<file path="src/rtl/fetch_unit.sv">
// RV32I instruction fetch front-end: fetch PC, credit-limited imem requests,
// in-order instruction FIFO toward decode, flush and drop on redirect.
module fetch_unit #(
    parameter logic [31:0] RESET_PC = 32'h0000_0000,
    parameter int          DEPTH    = 2
) (
    input  logic        clk,
    input  logic        rst,
    output logic        imem_req,
    output logic [31:0] imem_addr,
    input  logic        imem_gnt,
    input  logic        imem_rvalid,
    input  logic [31:0] imem_rdata,
    input  logic        redirect_valid,
    input  logic [31:0] redirect_pc,
    output logic        inst_valid,
    input  logic        inst_ready,
    output logic [31:0] inst,
    output logic [31:0] inst_pc
);

    localparam int AW = (DEPTH > 1) ? $clog2(DEPTH) : 1;
    localparam int CW = $clog2(DEPTH + 1);

    logic [31:0]   fetch_pc;
    logic [31:0]   resp_pc;
    logic [CW-1:0] outstanding;
    logic [CW-1:0] drop;
    logic [CW-1:0] fifo_count;
    logic [AW-1:0] rd_ptr;
    logic [AW-1:0] wr_ptr;
    logic [31:0]   mem_inst [DEPTH];
    logic [31:0]   mem_pc   [DEPTH];

    logic          grant;
    logic          push;
    logic          pop;
    logic [CW:0]   credit_used;
    logic [31:0]   redirect_aligned;

    // Credit covers both in-flight and buffered fetches, so a full FIFO
    // can never receive a response it has no room for.
    assign credit_used      = {1'b0, outstanding} + {1'b0, fifo_count};
    assign imem_req         = !rst && !redirect_valid
                              && (credit_used < (CW+1)'(DEPTH));
    assign imem_addr        = fetch_pc;
    assign redirect_aligned = redirect_pc & ~32'h3;

    assign grant = imem_req && imem_gnt;
    assign push  = imem_rvalid && !redirect_valid && (drop == '0);
    assign pop   = inst_valid && inst_ready && !redirect_valid;

    assign inst_valid = !rst && (fifo_count != '0);
    assign inst       = inst_valid ? mem_inst[rd_ptr] : 32'h0;
    assign inst_pc    = inst_valid ? mem_pc[rd_ptr]   : 32'h0;

    always_ff @(posedge clk) begin
        if (rst) begin
            fetch_pc    <= RESET_PC;
            resp_pc     <= RESET_PC;
            outstanding <= '0;
            drop        <= '0;
            fifo_count  <= '0;
            rd_ptr      <= '0;
            wr_ptr      <= '0;
        end else begin
            outstanding <= outstanding + CW'(grant) - CW'(imem_rvalid);
            if (redirect_valid) begin
                fetch_pc   <= redirect_aligned;
                resp_pc    <= redirect_aligned;
                drop       <= outstanding - CW'(imem_rvalid);
                fifo_count <= '0;
                rd_ptr     <= '0;
                wr_ptr     <= '0;
            end else begin
                if (grant)
                    fetch_pc <= fetch_pc + 32'd4;
                if (imem_rvalid && (drop != '0))
                    drop <= drop - 1'b1;
                if (push) begin
                    wr_ptr  <= wr_ptr + 1'b1;
                    resp_pc <= resp_pc + 32'd4;
                end
                if (pop)
                    rd_ptr <= rd_ptr + 1'b1;
                fifo_count <= fifo_count + CW'(push) - CW'(pop);
            end
        end
    end

    // Storage needs no reset: entries are only visible while counted.
    always_ff @(posedge clk) begin
        if (push) begin
            mem_inst[wr_ptr] <= imem_rdata;
            mem_pc[wr_ptr]   <= resp_pc;
        end
    end

endmodule
</file>
<file path="config.mk">
export PLATFORM = sky130hd
export DESIGN_NAME = fetch_unit
export DESIGN_NICKNAME = d
export VERILOG_FILES = /design/src/rtl/fetch_unit.sv
export SDC_FILE = /design/constraint.sdc
export NUM_CORES = 1
export LEC_CHECK = 0
export ABC_CLOCK_PERIOD_IN_PS = 8500
export CAP_MARGIN = 10
export CORE_ASPECT_RATIO = 0.9
export CORE_MARGIN = 5
export CORE_UTILIZATION = 52
export DETAILED_ROUTE_END_ITERATION = 10
export GPL_TIMING_DRIVEN = 0
export HOLD_SLACK_MARGIN = 0.1
export PLACE_DENSITY = 0.8
export SYNTH_ARGS = -nofsm -noshare
export SYNTH_HDL_FRONTEND = slang
export SYNTH_SLANG_ARGS = --single-unit
</file>
<file path="constraint.sdc">
create_clock -name clk -period 8.5 [get_ports clk]
set_input_delay 2.55 -clock clk [delete_from_list [all_inputs] [get_ports clk]]
set_output_delay 2.55 -clock clk [all_outputs]
set_load 0.01 [all_outputs]
</file>
# Word-level counts from Yosys, hierarchy flattened
# Memories as Yosys holds them, arrays and structs flattened. A register that Yosys moved wholly into a read port is not among the register bits.
# Cells that the tools add are included.
# Widths: inputs -> output; s select.
# totals
reg_bits,72
ramBits,128
input_bits,70
output_inout_bits,98
memories,2
# classes
addsub,11
n_lt_le_gt_ge,1
mux,14
n_reduce_logical,18
# memory_table
memory,depth,width,read_ports,rd_ports_with_merged_regs,write_ports,line,source
mem_inst,2,32,1,1,1,32,logic [31:0] mem_inst [DEPTH];
mem_pc,2,32,1,1,1,33,logic [31:0] mem_pc [DEPTH];
# ops
operator,count
$mux 32,6
$add 32x3->32 const B,2
$reduce_bool 2->1,5
$logic_and 1x1->1,9
$mux 1,6
$sub 2x1->2,3
$add 2x1->2,2
$mux 2,2
$add 2x2->3,1
$lt 3x2->1 const B,1
$add 1x1->1 const B,2
$logic_not 1->1,2
$logic_not 2->1,1
$reduce_or 2->1,1
$sub 2x1->2 const B,1

# Depth between registers and ports, before layout
# Gate-level depths: netlist of the first run.
# logic_depth
depth_word,6
ltp_mapped,11
depth_no_buf,11

# Worst setup path after synthesis of the first run
# OpenSTA, ideal clock, no wires.
# synth_timing
path_type,in2reg
startpoint,input port redirect_valid
endpoint,"memory mem_inst[0][0], enable pin"
setup_ns,0.482
arrival_time_ns,5.516
path_slack_ns,2.502
stages,4
n_path_buf,1
cell_sequence,buf_2 nor2_1 inv_1 nor2_1
# synth_via
elab_chain_len,5
# synth_lines
item,line,source
start: declaration,14,"input logic redirect_valid,"
$logic_not 1->1,50,assign push = imem_rvalid && !redirect_valid && (drop == '0);
$logic_and 1x1->1 (2 in series),50,
$mux 1,93,if (push) begin
$mux 1 (not written as such),94,mem_inst[wr_ptr] <= imem_rdata;
end: declaration,32,
# Every way passes these cells.

# Final worst setup path of the first run
# layout_timing
startpoint,input port rst
endpoint,output port inst_pc[14]
# layout_via
elab_chain_len,3
# layout_lines
item,line,source
start: declaration,8,"input logic rst,"
$logic_not 1->1,53,assign inst_valid = !rst && (fifo_count != '0);
$logic_and 1x1->1,53,
$mux 32,55,assign inst_pc = inst_valid ? mem_pc[rd_ptr] : 32'h0;
end: declaration,19,output logic [31:0] inst_pc
# Every way passes these cells.

==> impl_metrics.yaml, run 1 <==
outcome:
  status: "finished clean"
floorplanning:
  die-width_um: 144
  start_util_pct: 52.6
  row_count: 44
  floorplan.die_area_mm2: 0.0189
  die_h_um: 131
  ioPinCount: 168
  core_mm2: 0.0160
routing:
  drc_errors: 0
  drtPass1Iterations: 5
  vias: 5981
  drtAntennaViolNets: 0
  wl_per_cell_um: 16.8
  drtIter0Drc: 313
  totalWireLength_um: 18700
  vias_per_cell: 5.36
cts:
  clk_pin_slew_worst_paths_ns: 0.07
  postCtsSetupRepairBufs: 0
  clk_latency_ns: 0.44
  cts.path.max_buffers: 2
  cts_tree: "built"
  h-tree-depth: 4
  clock-root-buffer: "clkbuf_16"
  cts_num_sinks: 193
  ctsHoldBuffers: 0
  post_cts_resized: 0
  cts_buffers: 17
logic_synthesis:
  yosys_warnings: 0
  synth-seq-cells: 193
  postSynth.asyncResetShare_pct: 0
  syn_inst: 711
  synth_ff_type: "edfxtp_1"
  netlist_area_mm2: 0.00843
  syn_area_per_cell_um2: 11.9
  yosysTopAreaCell: "edfxtp_1"
  synth_edf_count: 124
  synth_top_area_share_pct: 44.2
  yosysSeqAreaShare_pct: 60.6
  synth_cell_types: 50
  synth.area.top_cells: "edfxtp_1 (44%), dfxtp_1 (16%), mux2i_1 (7.5%)"
power_and_ir_drop:
  sw_frac_of_total_pct: 23.5
  p_int_mw: 1.53
  power_density_mw_per_mm2: 184
  vdd_drop_max_mv: 0.142
  p_switching_mw: 0.472
  p_leak_nw: 3.69
  seqPwrFrac_pct: 54.2
  clockPowerShare_pct: 35.8
  p_comb_share_pct: 10.1
timing:
  hold_viol_final: 0
  period_needed_ns: 7.44
  skew_ns: 0.0136
  fmax_mhz: 134
  setup_slack_ns: 1.06
  fin_setup_tns_ns: 0
  worst_pin_slew_ns: 0.836
  fin_crit_sh_pct: 87.5
  relSlewSlack_pct: 44.3
  rsz0062_at_grt: "false"
  final_max_slew_viol_count: 0
  setup_viol: 0
layout:
  final_cell_mix: "clkdlybuf4s50_1 (160), edfxtp_1 (124), nor2_1 (90), dfxtp_1 (69), mux2i_1 (63)"
  post-route-util_pct: 68.0
  synthToLayoutAreaGrowth_pct: 29.2
  layout-drive-gt1-share_pct: 4.74
  layout_commonest_cell: "clkdlybuf4s50_1"
  nets: 974
  antennaDiodeCount: 0
placement:
  hpwl_um: 13800
  place_congestion: 0.887
  place_ws_ns: 1.03
  io_buffers: 160
critical_path:
  max_stage_delay_ns: 0.58
  critical_path_class: "in2out"
  crit_fanout: 10
  cp.required_ns: 5.95
  cp-start-kind: "input pin"
  worstPathArrival_ns: 4.89
  path_cells: "clkdlybuf4s50_1 > o21bai_1 > clkbuf_1 > clkbuf_1 > nor2_1 > clkdlybuf4s50_1"
  slowest_stage: "clkbuf_1"
  critPathCaptureType: "primary output"
grt:
  grt_max_degree: 63
  grt_pass1_wl_um: 29500
  track_usage_pct: 20.4
  grt_pass1_vias: 5892
  antenna_found_initial: 0
  grt_remaining_overflow: 0
worst_hold_path:
  hold_class: "reg2reg"
run:
  cap_viol_max_count: 0
## stage by stage
step / std cells / hold slack [ns] / total power [mW] / cell area, um^2
5_1_grt: 1115 / 0.525 / 2.08 / 10900
3_5_place_dp: 1083 / 0.489 / 1.31 / 10400
4_1_cts: 1115 / 0.507 / 2.02 / 10900
6_report: 1115 / 0.503 / 2.00 / 10900
2_1_floorplan: 714 / 0.448 / 1.20 / 8440
3_3_place_gp: 1081 / 0.484 / 1.30 / 10300
## final timing paths
check           startpoint            end  slack (ns)  cells after the start
max reg2reg  fifo_count[0]  imem_addr[31]        5.53                      8
min            resp_pc[22]  mem_pc[1][22]        0.50                      0
max                    rst    inst_pc[14]        1.06                      6
min reg2reg    resp_pc[22]  mem_pc[1][22]        0.50                      0
## registers in the layout, summed over array words and instances, names as in the netlist, named ones only
register,flops
mem_inst,64
mem_pc,60
drop,2
resp_pc,30
fifo_count,2
imem_addr,30
wr_ptr,1
outstanding,2
rd_ptr,1
## synth_stat cells (2+ instances only)
cell type and number:
a31oi_1 3, clkbuf_1 22, buf_4 4, nand2_1 21, xor2_1 32, o31a_1 7
o21bai_1 3, nor4_1 10, nor3_1 10, nand4_1 23, ha_1 8, inv_1 40
dfxtp_1 69, and3_1 10, a21boi_1 12, xnor2_1 25, a21boi_0 28, edfxtp_1 124
mux2i_1 63, buf_1 8, nand3_1 16, o22ai_1 2, and4_1 7, nor2_1 91
o21ai_0 2, a21oi_1 32, and2_1 5, o21a_1 7, a211oi_1 6
## cells by family after synthesis
family | count (synthesis) | share of synthesized area (%)
fa+ha+maj | 9 | 1.43
other cells | 1 | 0.0445
compound gates | 104 | 8.27
simple gates | 208 | 12.7
buf+inv | 76 | 3.58
xor+xnor | 57 | 5.92
flops | 193 | 60.6
mux | 63 | 7.48
## worst max-delay path, delay by kind of cell
kind / cells / cell delay, ns
buffers and inverters: 4 / 2.06
AO/OA/AOI/OAI: 1 / 0.18
AND/OR/NAND/NOR: 1 / 0.09
## cell type report
cell class / instances / area [um^2]
well taps: 207 / 259
clock inverters: 13 / 87.6
multi-input cells: 445 / 3040
fillers: 1228 / 5130
flip-flops and latches: 193 / 5100
repair buffers: 162 / 1650
inverters: 41 / 154
clock buffers: 19 / 443
plain buffers: 35 / 148
## metal layers
layer | vias up | global-route usage, % | routed length [um]
met2 | 243 | 31.1 | 8200
li1 | 2923 | - | -
met4 | 0 | 6.69 | 302
met3 | 26 | 5.35 | 1660
met1 | 2789 | 28.7 | 8540
met5 | - | 0 | 0
## power groups by stage
stage	registers [mW]	clock network, mW	logic [mW]
after floorplan	1.10	0	0.100
final	1.09	0.717	0.202
after global routing	1.09	0.772	0.221
after detailed placement	1.10	0	0.201
after CTS	1.08	0.732	0.202
after global placement	1.11	0	0.193
(Power assumes the default switching activity.)
==> run 2: changes to the inputs <==
==> constraint.sdc (replaced) <==
create_clock -name clk -period 8.5 [get_ports clk]
set_input_delay 1.275 -clock clk [delete_from_list [all_inputs] [get_ports clk]]
set_output_delay 1.275 -clock clk [all_outputs]
set_load 0.01 [all_outputs]
==> results of run 2 <==
The final DEF is identical to that of run 1. Status: finished clean.
Among the figures that moved: setup slack after placement 1.03 ns -> 3.58 ns; setup slack after layout 1.06 ns -> 3.61 ns
==> run 3: changes to the inputs <==
- ABC_CLOCK_PERIOD_IN_PS: 8500 -> 4000
- CORE_UTILIZATION: 52 -> 47
- PLACE_DENSITY: 0.8 -> 0.77
- clock period: 8.5 -> 4 ns (I/O delays scaled with it)
==> run 3 against run 2 <==
Compared with the run above:
- via count up 0.59%
- largest power group unchanged
- register-to-register slack worse by 4.6 ns
- non-clock buffer count unchanged
- highest routed layer unchanged
- die area up 9.8%
- cell area up 1.0%
==> impl_metrics.yaml, run 3 (same netlist as run 1, synthesis figures left out) <==
cts:
  clock-root-buffer: "clkbuf_16"
  clk_latency_ns: 0.43
  h-tree-depth: 4
  cts_tree: "built"
  cts.path.max_buffers: 2
  clk_pin_slew_worst_paths_ns: 0.07
  cts_buffers: 17
  postCtsSetupRepairBufs: 0
  post_cts_resized: 0
  cts_num_sinks: 193
  ctsHoldBuffers: 0
routing:
  drc_errors: 0
  totalWireLength_um: 20000
  wl_per_cell_um: 17.4
  vias_per_cell: 5.24
  drtIter0Drc: 342
  drtPass1Iterations: 5
  drtAntennaViolNets: 0
  vias: 6016
floorplanning:
  start_util_pct: 47.8
  die-width_um: 151
  floorplan.die_area_mm2: 0.0207
  row_count: 46
  ioPinCount: 168
  core_mm2: 0.0176
  die_h_um: 137
critical_path:
  cp-start-kind: "input pin"
  critPathCaptureType: "primary output"
  max_stage_delay_ns: 0.61
  slowest_stage: "clkdlybuf4s50_1"
  crit_fanout: 10
  worstPathArrival_ns: 3.01
  cp.required_ns: 3.40
  critical_path_class: "in2out"
  path_cells: "clkdlybuf4s50_1 > o21bai_1 > clkbuf_1 > clkbuf_1 > nor2_1 > clkdlybuf4s50_1"
timing:
  hold_viol_final: 0
  skew_ns: 0.00693
  worst_pin_slew_ns: 0.849
  rsz0062_at_grt: "false"
  relSlewSlack_pct: 43.4
  setup_viol: 0
  final_max_slew_viol_count: 0
  period_needed_ns: 3.61
  fin_crit_sh_pct: 90.2
  setup_slack_ns: 0.392
  fmax_mhz: 277
grt:
  globalRouteMet3Util_pct: 5.36
  track_usage_pct: 19.5
  met2_usage_pct: 30.8
  grt_remaining_overflow: 0
  antenna_found_initial: 0
  grt_max_degree: 63
  grt_pass1_wl_um: 31300
  grt_pass1_vias: 5885
  grt.busiest_layer: "met2"
  gr-usage-met1_pct: 26.9
layout:
  layout_commonest_cell: "clkdlybuf4s50_1"
  regMostFlops: "mem_inst"
  largest_reg_flops: 64
  antennaDiodeCount: 0
  final_cell_mix: "clkdlybuf4s50_1 (160), edfxtp_1 (124), nor2_1 (90), dfxtp_1 (69), mux2i_1 (63)"
  synthToLayoutAreaGrowth_pct: 30.5
  post-route-util_pct: 62.4
  nets: 974
  layout-drive-gt1-share_pct: 5.07
  reg_top3: "mem_inst x64, mem_pc x60"
placement:
  hpwl_um: 14500
  io_buffers: 160
  place_congestion: 0.912
  place_ws_ns: 0.360
power_and_ir_drop:
  vdd_drop_max_mv: 0.288
  power_density_mw_per_mm2: 406
  p_leak_nw: 3.72
outcome:
  status: "finished clean"
run:
  cap_viol_max_count: 0
worst_hold_path:
  hold_class: "reg2reg"
## run 3: cell types whose count changed in the layout (fill, tap and decap cells not counted)
cell        change
clkbuf_1        -1
clkinvlp_2      -1
clkbuf_8        -1
clkinvlp_4      +1
clkinv_4        -3
clkinv_1        -2
bufinv_16       +2
inv_8           +5
## run 3: metal layers
| layer | part of all wire [%] | up-vias |
|---|---|---|
| li1 | - | 2924 |
| met2 | 46 | 240 |
| met1 | 44 | 2825 |
| met4 | 1.3 | 0 |
| met5 | 0 | - |
| met3 | 9.2 | 27 |
## run 3: worst paths after layout
check                                   start       endpoint  slack (ns)  cells after the start
worst max-delay path                      rst        inst[5]        0.39                      6
worst min-delay path              resp_pc[10]  mem_pc[1][10]        0.51                      0
worst max register to register  fifo_count[0]  imem_addr[31]        0.98                      8
worst min register to register    resp_pc[10]  mem_pc[1][10]        0.51                      0
## run 3: area by class of cell
class / instances / area (um^2)
tap: 240 / 300
buffer: 35 / 148
inverter: 41 / 154
multi-input combinational: 445 / 3040
clock inverter: 15 / 173
sequential: 193 / 5100
clock buffer: 17 / 425
fill: 1452 / 6620
timing repair buffer: 162 / 1650
## run 3: metrics by stage
step	setup TNS, ns	std cells	power, mW	instance area (um^2)	hold slack, ns
2_1_floorplan	0	714	2.55	8440	0.448
3_3_place_gp	-65.86	1114	2.76	10300	0.481
3_5_place_dp	0	1116	2.78	10400	0.495
4_1_cts	0	1148	4.48	11000	0.515
5_1_grt	0	1148	4.61	11000	0.524
6_report	0	1148	4.46	11000	0.509
## run 3: power breakdown
| group | internal (mW) | leakage, nW | switching, mW | total [mW] |
|---|---|---|---|---|
| registers | 2.22 | 1.71 | 0.0853 | 2.31 |
| clock network | 0.945 | 0.295 | 0.778 | 1.72 |
| logic | 0.221 | 1.71 | 0.209 | 0.430 |
## run 3: critical path: cells and delay by family
kind                   cells  cell delay, ns
buffers and inverters      4            2.08
AO/OA/AOI/OAI              1            0.22
AND/OR/NAND/NOR            1            0.10
